$ cat config.mk
export PLATFORM = sky130hd
export DESIGN_NAME = muldiv_unit
export DESIGN_NICKNAME = d
export VERILOG_FILES = /design/src/rtl/muldiv_unit.sv
export SDC_FILE = /design/constraint.sdc
export NUM_CORES = 1
export LEC_CHECK = 0
export ABC_AREA = 1
export CAP_MARGIN = 20
export CORE_ASPECT_RATIO = 1.25
export CORE_UTILIZATION = 25
export DETAILED_ROUTE_END_ITERATION = 10
export GPL_ROUTABILITY_DRIVEN = 0
export SYNTH_ARGS = -nofsm -noshare
export SYNTH_HDL_FRONTEND = slang
export SYNTH_SLANG_ARGS = --single-unit
$ cat constraint.sdc
create_clock -name clk -period 5.9 [get_ports clk]
set_clock_uncertainty 0.2 [all_clocks]
set_input_delay 1.475 -clock clk [delete_from_list [all_inputs] [get_ports clk]]
set_output_delay 1.475 -clock clk [all_outputs]
set_load 0.005 [all_outputs]
$ cat src/rtl/muldiv_unit.sv
// Iterative RV32M multiply/divide unit: shift-add multiply and restoring divide,
// UNROLL bits per cycle, valid/ready handshake on both sides.
module muldiv_unit #(
  parameter int unsigned XLEN   = 32,
  parameter int unsigned UNROLL = 1
) (
  input  logic            clk,
  input  logic            rst,
  input  logic            in_valid,
  output logic            in_ready,
  input  logic [2:0]      op,
  input  logic [XLEN-1:0] rs1,
  input  logic [XLEN-1:0] rs2,
  input  logic            flush,
  output logic            out_valid,
  input  logic            out_ready,
  output logic [XLEN-1:0] result
);
  localparam int unsigned ITERS = XLEN / UNROLL;
  localparam int unsigned CW    = $clog2(ITERS + 1);
  localparam int unsigned PW    = 2 * XLEN;

  typedef enum logic [1:0] {IDLE, CALC, DONE} state_t;
  state_t state, state_d;

  logic [CW-1:0]   cnt;
  logic [2:0]      op_q;
  logic            neg_q;
  logic [XLEN:0]   hi, hi_n, sum;
  logic [XLEN-1:0] lo, lo_n, opb;

  logic            a_sgn, b_sgn, neg_d, div_zero, div_ovf, bypass, accept;
  logic [XLEN-1:0] a_mag, b_mag, bypass_res;

  // Request decode: operand magnitudes, result sign and the two divide shortcuts
  always_comb begin
    a_sgn      = rs1[XLEN-1] && (op == 3'd1 || op == 3'd2 || op == 3'd4 || op == 3'd6);
    b_sgn      = rs2[XLEN-1] && (op == 3'd1 || op == 3'd4 || op == 3'd6);
    a_mag      = a_sgn ? -rs1 : rs1;
    b_mag      = b_sgn ? -rs2 : rs2;
    neg_d      = (op[2] && op[1]) ? a_sgn : (a_sgn ^ b_sgn);
    div_zero   = op[2] && (rs2 == '0);
    div_ovf    = (op == 3'd4 || op == 3'd6) && (rs2 == '1) &&
                 (rs1 == {1'b1, {(XLEN-1){1'b0}}});
    bypass     = div_zero || div_ovf;
    bypass_res = '0;
    if (div_zero) bypass_res = op[1] ? rs1 : '1;
    else          bypass_res = op[1] ? '0 : rs1;
  end

  assign accept = (state == IDLE) && in_valid && !flush;

  // One CALC cycle: UNROLL steps of shift-add (lo = multiplier) or shift-subtract (lo = dividend)
  always_comb begin
    hi_n = hi;
    lo_n = lo;
    sum  = '0;
    for (int unsigned i = 0; i < UNROLL; i++) begin
      if (op_q[2]) begin
        hi_n = {hi_n[XLEN-1:0], lo_n[XLEN-1]};
        lo_n = {lo_n[XLEN-2:0], 1'b0};
        if (hi_n >= {1'b0, opb}) begin
          hi_n    = hi_n - {1'b0, opb};
          lo_n[0] = 1'b1;
        end
      end else begin
        sum          = lo_n[0] ? (hi_n + {1'b0, opb}) : hi_n;
        {hi_n, lo_n} = {1'b0, sum, lo_n[XLEN-1:1]};
      end
    end
  end

  logic [PW-1:0]   prod, prod_s;
  logic [XLEN-1:0] div_mag, result_calc;

  // Final selection with sign correction, taken from the last iteration's values
  always_comb begin
    prod    = {hi_n[XLEN-1:0], lo_n};
    prod_s  = neg_q ? -prod : prod;
    div_mag = op_q[1] ? hi_n[XLEN-1:0] : lo_n;
    case (op_q)
      3'd0:             result_calc = prod_s[XLEN-1:0];
      3'd1, 3'd2, 3'd3: result_calc = prod_s[PW-1:XLEN];
      default:          result_calc = neg_q ? -div_mag : div_mag;
    endcase
  end

  always_comb begin
    state_d = state;
    case (state)
      IDLE:    if (in_valid) state_d = bypass ? DONE : CALC;
      CALC:    if (cnt == CW'(1)) state_d = DONE;
      DONE:    if (out_ready) state_d = IDLE;
      default: state_d = IDLE;
    endcase
    if (flush) state_d = IDLE;
  end

  always_ff @(posedge clk or posedge rst) begin
    if (rst) begin
      state     <= IDLE;
      in_ready  <= 1'b1;
      out_valid <= 1'b0;
      result    <= '0;
      cnt       <= '0;
      op_q      <= '0;
      neg_q     <= 1'b0;
      hi        <= '0;
      lo        <= '0;
      opb       <= '0;
    end else begin
      state     <= state_d;
      in_ready  <= (state_d == IDLE);
      out_valid <= (state_d == DONE);
      if (flush) begin
        cnt <= '0;
      end else if (accept) begin
        op_q  <= op;
        neg_q <= neg_d;
        hi    <= '0;
        lo    <= a_mag;
        opb   <= b_mag;
        cnt   <= bypass ? '0 : CW'(ITERS);
        if (bypass) result <= bypass_res;
      end else if (state == CALC) begin
        hi  <= hi_n;
        lo  <= lo_n;
        cnt <= cnt - CW'(1);
        if (cnt == CW'(1)) result <= result_calc;
      end
    end
  end

endmodule

; ---- Yosys cells after proc, flatten, opt, wreduce, memory -nomap -nowiden
; Index checks and enable logic that the tools add are counted.
[classes]
add_sub_neg = 7
magnitude_cmp = 1
eq_ne = 14
muxes = 33
bitwise = 2
reduce_logical = 27
[op_table]
columns = op, n
row1 = 32-bit two-way mux, 14
row2 = 33-bit two-way mux, 5
row3 = 32-bit negator, 3
row4 = "32-bit == test, second input constant", 2
row5 = 64-bit two-way mux, 1
row6 = 64-bit negator, 1
row7 = 32-bit case mux with 2 select lines, 1
row8 = 33-bit by 32-bit adder with 33-bit output, 1
row9 = 33-bit by 32-bit greater-or-equal comparator with 1-bit output, 1
row10 = 33-bit by 32-bit subtractor with 33-bit output, 1
row11 = 32-bit zero test, 1
row12 = 6-bit two-way mux, 4
row13 = 2-bit two-way mux, 5
row14 = "3-bit by 2-bit == test with 1-bit output, second input constant", 3
row15 = 1-bit logical AND, 8
row16 = 1-bit logical OR, 7
row17 = "3-bit by 1-bit == test with 1-bit output, second input constant", 2
row18 = "3-bit == test, second input constant", 2
row19 = "6-bit by 1-bit == test with 1-bit output, second input constant", 1
row20 = 2-bit case mux with 3 select lines, 1
row21 = "6-bit by 1-bit subtractor with 6-bit output, second input constant", 1
row22 = "2-bit == test, second input constant", 2
row23 = 2-bit zero test, 2
row24 = 2-bit AND reduction, 2
row25 = 11 further kinds, 13
[totals]
ff_bits = 143
inputBits = 72

; ---- Longest topological paths before layout
; Gate-level depths: netlist (run 1).
[logic_depth]
word_depth = 10
mapped_depth = 36
depth_no_buf = 36

; ---- Worst setup path before layout (run 1)
; No wires, ideal clock.
[synth_timing]
kind = input -> register
startpoint = input port rs1[1]
endpoint = register lo[30]
arrival_ns = 3.650
path_slack_ns = 1.920
stages = 19
path_cell_list = inv_1 ha_1 nand3_1 nor3_1 nand3_1 inv_1 nand2_1 inv_1 nand3_1 nor3_1 nand2_1 nor3_1 nand2_1 nor3_1 nand3_1 o21ai_1 xnor2_1 o21ai_1 o21ai_0
[synth_between]
elab_chain_cells = 3
[synth_rtl]
columns = element, line_no
row1 = from (decl), 12  ; input logic [XLEN-1:0] rs1,
row2 = 32-bit negator, 39  ; a_mag = a_sgn ? -rs1 : rs1;
row3 = 32-bit two-way mux, 39
row4 = 32-bit two-way mux, 117  ; end else if (accept) begin
row5 = to (signal assigned), 121  ; lo <= a_mag;
row6 = to (signal assigned), 127  ; lo <= lo_n;
row7 = to (decl), 30  ; logic [XLEN-1:0] lo, lo_n, opb;
; No other way between the ends.
; A chain may end at the register's enable or synchronous reset.

; ---- Worst setup path after layout (run 1)
[layout_timing]
startpoint = register opb[30]
endpoint = register result[28]
[layout_between]
elab_chain_cells = 10
word_cells_on_any_way = 14
classes_between = add/sub (2) / order compare (1) / mux (11)
[layout_rtl]
columns = element, line_no
row1 = from (decl), 30
row2 = from (signal assigned), 122  ; opb <= b_mag;
row3 = 33-bit by 32-bit greater-or-equal comparator with 1-bit output (*), 62  ; if (hi_n >= {1'b0, opb}) begin
row4 = 1-bit two-way mux or 33-bit two-way mux (tied branches), 62
row5 = 32-bit two-way mux or 33-bit two-way mux (tied branches), 59  ; if (op_q[2]) begin
row6 = 32-bit two-way mux, 80  ; div_mag = op_q[1] ? hi_n[XLEN-1:0] : lo_n;
row7 = 32-bit negator, 84  ; default: result_calc = neg_q ? -div_mag : div_mag;
row8 = 32-bit two-way mux, 84
row9 = 32-bit case mux with 2 select lines (*), 81  ; case (op_q)
row10 = 32-bit two-way mux (*), 129  ; if (cnt == CW'(1)) result <= result_calc;
row11 = 32-bit two-way mux (*), 125  ; end else if (state == CALC) begin
row12 = 32-bit two-way mux (*), 117
row13 = to (signal assigned), 124  ; if (bypass) result <= bypass_res;
row14 = to (signal assigned), 129
row15 = to (decl), 17  ; output logic [XLEN-1:0] result
; Every way passes the cells marked *; elsewhere a longest branch is shown, timed or not. The select of a mux whose other input is x is not followed.

==> results of run 1 <==
-- state kept, by name, indices dropped and copies added, names as in the netlist --
signal,flops
op_q,3
hi,33
state,2
neg_q,1
result,32
opb,32
cnt,6
lo,32
out_valid,1
in_ready,1
-- final timing paths --
| path | cells past startpoint | slack, ns | startpoint | end |
|---|---|---|---|---|
| max | 34 | 0.71 | opb[30] | result[28] |
| min | 2 | 0.30 | result[18] | result[18] |
| max reg2reg | 34 | 0.71 | opb[30] | result[28] |
| min reg2reg | 2 | 0.30 | result[18] | result[18] |
| max in group asynchronous | 3 | 3.24 | rst | result[21] |
| min in group asynchronous | 2 | 1.34 | rst | opb[16] |
-- power by group --
group / leakage [nW] / internal (mW) / switching [mW]
clock: 0.267 / 0.591 / 0.526
combinational: 8.48 / 2.67 / 5.99
sequential: 1.78 / 1.33 / 0.410
-- worst min-delay path, cell delays in order, from the launching register on --
cell and delay (ns):
dfrtp_1 0.35, o21ai_1 0.07, inv_1 0.05
-- through the flow --
stage | setup WS [ns] | hold WS [ns] | total power [mW]
6_report | 0.714 | 0.298 | 11.5
5_1_grt | 0.260 | 0.334 | 12.4
4_1_cts | 0.918 | 0.299 | 11.3
3_5_place_dp | 0.623 | 0.277 | 10.1
3_3_place_gp | 0.629 | 0.279 | 10.1
2_1_floorplan | 0.389 | 0.271 | 7.27
-- final cells by class --
type	instances	share of cell area, %
multi-input combinational	2497	59.0
sequential	143	16.9
inverter	480	8.53
timing repair buffer	164	7.32
tap	952	5.62
clock buffer	20	2.11
clock inverter	12	0.525
-- layout by cell type, fill, tap and decap left out, types with 4 or more instances in the layout --
master,instances
nand2_1,941
inv_1,464
nor2_1,300
nand3_1,290
o21ai_0,248
a21oi_1,187
dfrtp_1,140
clkdlybuf4s50_1,105
nand4_1,82
xor2_1,75
ha_1,71
buf_4,55
nor3_1,38
or2_2,30
o22ai_1,28
nand3b_1,23
o21ai_1,19
o211ai_1,18
clkbuf_16,17
o21a_1,14
xnor2_1,13
nand2_2,13
nand3_2,12
nor2_2,11
and2_1,10
inv_2,9
nor4_1,9
a31oi_1,9
nor2_4,6
clkinv_1,5
nor3_2,5
a2bb2oi_1,5
o31ai_1,4
o21ai_2,4
-- cell families after synthesis --
kind of cell / count (synthesis)
flops: 143
buf+inv: 593
fa+ha+maj: 73
simple gates: 1782
xor+xnor: 88
compound gates: 554
-- per-layer routing --
layer,up-vias,track usage (%),wire [um]
met4,0,13.3,5120
met5,-,0,0
met2,954,34.2,36000
met3,182,3.08,5580
met1,10100,26.5,32600
li1,10600,-,-
==> metrics.txt, run 1 <==
status=completed; instance area after placement=0.0206 sq mm; largest family of logic cells by synthesized area=simple AND/OR/NAND/NOR gates; CP most frequent cell=nand2_1; cell with the most instances after synthesis=nand2_1; area of the mapped netlist=0.0184 sq mm; period utilisation layout=87.9%; number of global-route vias before repair=20600; remaining number of nets flagged by the antenna check after routing=0; CP arrival=5.43 ns; Pleak=10.5 nW; cells taking the most area after synthesis=dfrtp_1 19%, nand2_1 19%, inv_1 9.5%; number of search-and-repair iterations in the first detailed-routing pass=6; final std cells w/o fill=4268; number of placed instances with taps included=4235; most used standard cells in the synthesized netlist=941 x nand2_1, 466 x inv_1, 301 x nor2_1, 290 x nand3_1, 248 x o21ai_0; total CTS buffers=17; share of synthesized cell area in full adder, half adder and majority cells=5.05%; kind of end point of the critical path=register; total wirelength of the detailed-routed design=79300 um; overall via count from detail_route=21800; final hold violation count=0; CP Class=register to register; required time at the endpoint of the critical path=6.14 ns; number of enable-type register cells in the synthesized netlist=0; Worst Tran Pin Value=1.00 ns; Yosys reg bits=143; number of input and output port buffers inserted=105; share of Yosys cell area claimed by the top area cell type=19.3%; fraction of layout instances using a drive strength above 1=5.85%; setup repair after global routing missed its margin=no; WP buf/inv=4; total setup violations reported at the end of the flow=0; remaining global-route overflow=0; number of maximum-capacitance constraint violations=0; Max H-tree Level=4; total I/O pin count=106; DIE HEIGHT=305 um; area enclosed by the die boundary=0.0746 sq mm; largest fanout of any net on the critical path=6; post-synthesis async set-or-reset flop share=100%; achievable clock frequency=193 MHz; unique cell type count in the Yosys netlist=56; maximum number of pins on one net before global-route repair=159; routed length per placed instance=18.6 um; fin util=29.3%; shortest clock period the worst path allows after layout=5.19 ns; root cell of the clock tree=clkbuf_16; Post-Synthesis Net Count=3378; antenna diode instance count=0; slowest cell on the critical path=dfrtp_1; largest delay contributor family on the critical path=simple AND/OR/NAND/NOR gates; dominant synthesized flop cell=dfrtp_1; number of remaining DRC errors=0; global router's overall resource usage=21.2%; setup total negative slack=0 ns; Post-CTS Resized=0; buffers from clock root to sink, at most=2; critical path startpoint category=register; Starting Density=25.4%; Worst slew margin=33.3%; yosys warns=0; compound-gate portion of the synthesized area=16.3%; storage element area=0.00358 sq mm; clock slew at reported path FFs=0.07 ns; post-synthesis sequential area ratio=19.5%; number of nets at the end of the flow=3448; CTS sink cnt=143; number of max-slew violations in the final report=0; layout overhead on the synthesized area=15.4%; CTS Hold Bufs=0; PwrDens=543 mW/mm^2; gate count of the mapped netlist=3233; total core area=0.0724 sq mm; Filler cells=8337; library cell occupying the most area in the post-synthesis netlist=dfrtp_1; clock network latency to the later pin of the worst-skew pair=0.50 ns; peak supply drop=0.000280 V; die boundary width=244 um; post-detail-place hpwl=63000 um; footprint of the multi-input gates=0.0125 sq mm; average cell area after synthesis=5.68 sq um; Setup Fix Bufs, Post-CTS=0; largest incremental delay on the critical path=0.65 ns; total number of placement rows=110; Finished Cell Area=0.0212 sq mm; path category of the worst min-delay check=register to register; mux contribution to synthesized area=0%; TritonCTS clock tree=done; area fraction in and, or, nand and nor cells after synthesis=42.4%; xor and xnor area share after synthesis=4.20%; iteration-0 DRC count of the detailed router=2079; antenna violations before repair=0; routed via count divided by cell count=5.12; first-pass GRT wire length=121000 um
Note: power is estimated with default switching activity, not from simulation.
==> run 2: changes to the inputs <==
--- a/config.mk
+++ b/config.mk
@@ -11,6 +11,7 @@
 export CORE_UTILIZATION = 25
 export DETAILED_ROUTE_END_ITERATION = 10
 export GPL_ROUTABILITY_DRIVEN = 0
+export SKIP_LAST_GASP = 1
 export SYNTH_ARGS = -nofsm -noshare
 export SYNTH_HDL_FRONTEND = slang
 export SYNTH_SLANG_ARGS = --single-unit
==> results of run 2 <==
The final DEF is identical to that of run 1; final timing and power are the same.
==> run 3: changes to the inputs <==
--- a/config.mk
+++ b/config.mk
@@ -7,7 +7,7 @@
 export LEC_CHECK = 0
 export ABC_AREA = 1
 export CAP_MARGIN = 20
-export CORE_ASPECT_RATIO = 1.25
+export CORE_ASPECT_RATIO = 0.8
 export CORE_UTILIZATION = 25
 export DETAILED_ROUTE_END_ITERATION = 10
 export GPL_ROUTABILITY_DRIVEN = 0
==> run 3 against run 2 <==
Against the previous run:
- via count grew 0.40%
- die area unchanged
- first-iteration DRC count up 54%
==> metrics.txt, run 3 (synthesis gave the netlist of run 1 again) <==
status=completed; iteration-0 DRC count of the detailed router=3193 (+54%); final std cells w/o fill=4249 (-0.45%); antenna violations before repair=2 (+2); number of max-slew violations in the final report=0 (unchanged); CTS sink cnt=143 (unchanged); Setup Fix Bufs, Post-CTS=0 (unchanged); Worst slew margin=31.8% (-1.5 points); overall via count from detail_route=21900 (+0.40%); TritonCTS clock tree=done; total design power=11.5 mW (-0.42%); area enclosed by the die boundary=0.0746 sq mm (unchanged); final hold violation count=0 (unchanged); number of input and output port buffers inserted=105 (unchanged); Post-CTS Resized=0 (unchanged); kind of end point of the critical path=register; slowest cell on the critical path=dfrtp_1; buffers from clock root to sink, at most=2 (unchanged); clock slew at reported path FFs=0.07 ns (about the same); total number of placement rows=88 (-20%); die boundary width=305 um (+25%); path category of the worst min-delay check=register to register; fraction of layout instances using a drive strength above 1=5.51% (-0.34 points); total wirelength of the detailed-routed design=78200 um (-1.4%); antenna diode instance count=0 (unchanged); clock network latency to the later pin of the worst-skew pair=0.48 ns (-0.02 ns); CP Class=register to register; routed via count divided by cell count=5.16 (+0.85%); shortest clock period the worst path allows after layout=5.24 ns (+0.0527 ns); post-detail-place hpwl=61400 um (-2.5%); DIE HEIGHT=244 um (-20%); most common library cell in the layout ignoring fill and taps=nand2_1; required time at the endpoint of the critical path=6.12 ns (-0.02 ns); remaining number of nets flagged by the antenna check after routing=0 (unchanged); CTS Hold Bufs=0 (unchanged); total CTS buffers=17 (unchanged); global router's overall resource usage=20.8% (-0.47 points); register with the most flip-flops=hi; Max H-tree Level=4 (unchanged); root cell of the clock tree=clkbuf_16; peak supply drop=0.000320 V (+14%); routed length per placed instance=18.4 um (-0.96%); number of maximum-capacitance constraint violations=0 (unchanged); period utilisation layout=88.8% (+0.89 points); setup total negative slack=0 ns (unchanged); Pleak=10.5 nW (-0.23%); Largest register FFs=33 (unchanged); number of search-and-repair iterations in the first detailed-routing pass=6 (unchanged); remaining global-route overflow=0 (unchanged); number of placed instances with taps included=4217 (-0.43%); critical path startpoint category=register; maximum number of pins on one net before global-route repair=99 (-38%); largest incremental delay on the critical path=0.46 ns (-0.19 ns); number of nets at the end of the flow=3437 (-0.32%); setup ws final=0.661 ns (-0.0527 ns); CP arrival=5.45 ns (+0.02 ns); Starting Density=25.4% (about the same); total core area=0.0724 sq mm (about the same); first-pass GRT wire length=120000 um (-0.92%); leading cell types in the layout, fill and taps excluded=941 x nand2_1, 464 x inv_1, 300 x nor2_1; Worst Tran Pin Value=1.02 ns (+0.0225 ns); setup repair after global routing missed its margin=no; total setup violations reported at the end of the flow=0 (unchanged); achievable clock frequency=191 MHz (-1.0%); layout overhead on the synthesized area=15.3%; number of remaining DRC errors=0 (unchanged); Setup WS pre-CTS=0.432 ns (-0.192 ns); CP most frequent cell=nand2_1; largest fanout of any net on the critical path=7 (+1); total I/O pin count=106 (unchanged); number of global-route vias before repair=19800 (-4.0%); PwrDens=542 mW/mm^2 (-0.28%)
## run 3: changes by cell type in the layout (fill, tap and decap cells not counted)
| cell | change |
|---|---|
| clkbuf_8 | +2 |
| bufinv_16 | +4 |
| buf_12 | -3 |
| buf_4 | -8 |
| clkinv_4 | -1 |
| clkinv_2 | -3 |
| clkinvlp_4 | -1 |
| inv_6 | -2 |
## run 3: through the flow
stage                     util, %  hold WS (ns)  area, sq um
after floorplan                 -         0.271        18400
after global placement       28.3         0.280        20500
after detailed placement     28.3         0.281        20500
after CTS                    29.2         0.296        21100
after global routing         29.2         0.332        21200
final                        29.2         0.292        21200
## run 3: worst paths after layout
check,start,to,slack [ns],depth (start not counted)
setup / recovery,hi[1],result[28],0.66,36
hold / removal,result[3],result[3],0.29,1
setup reg to reg,hi[1],result[28],0.66,36
hold reg to reg,result[3],result[3],0.29,1
max in group asynchronous,rst,hi[32],3.15,3
min in group asynchronous,rst,opb[3],1.32,2
## run 3: cell type report
class / instances / area, sq um
clock buffers: 22 / 474
clock inverters: 9 / 183
fillers: 8188 / 51300
inverters: 480 / 1810
multi-input cells: 2497 / 12500
flip-flops and latches: 143 / 3580
well taps: 945 / 1180
repair buffers: 153 / 1430
## run 3: power by group
group | switching [mW] | total [mW] | internal (mW)
sequential | 0.429 | 1.76 | 1.33
combinational | 5.80 | 8.41 | 2.61
clock | 0.513 | 1.30 | 0.784
total | 6.74 | 11.5 | 4.73
## run 3: per-layer routing
layer	vias to the layer above	GRT usage [%]	routed length, um
met5	-	0	8
met4	2	5.42	1810
met3	109	5.43	9150
met2	1183	29.5	31300
met1	10000	30.5	36000
li1	10600	-	-
## run 3: critical path: cells and delay by family, from the launching register on
family                     cells  cell delay, ns
adders and majority gates      2            0.63
buffers and inverters          3            0.21
AOI/OAI and AO/OA              1            0.23
and+or+nand+nor               30            3.42
DFF                            1            0.46
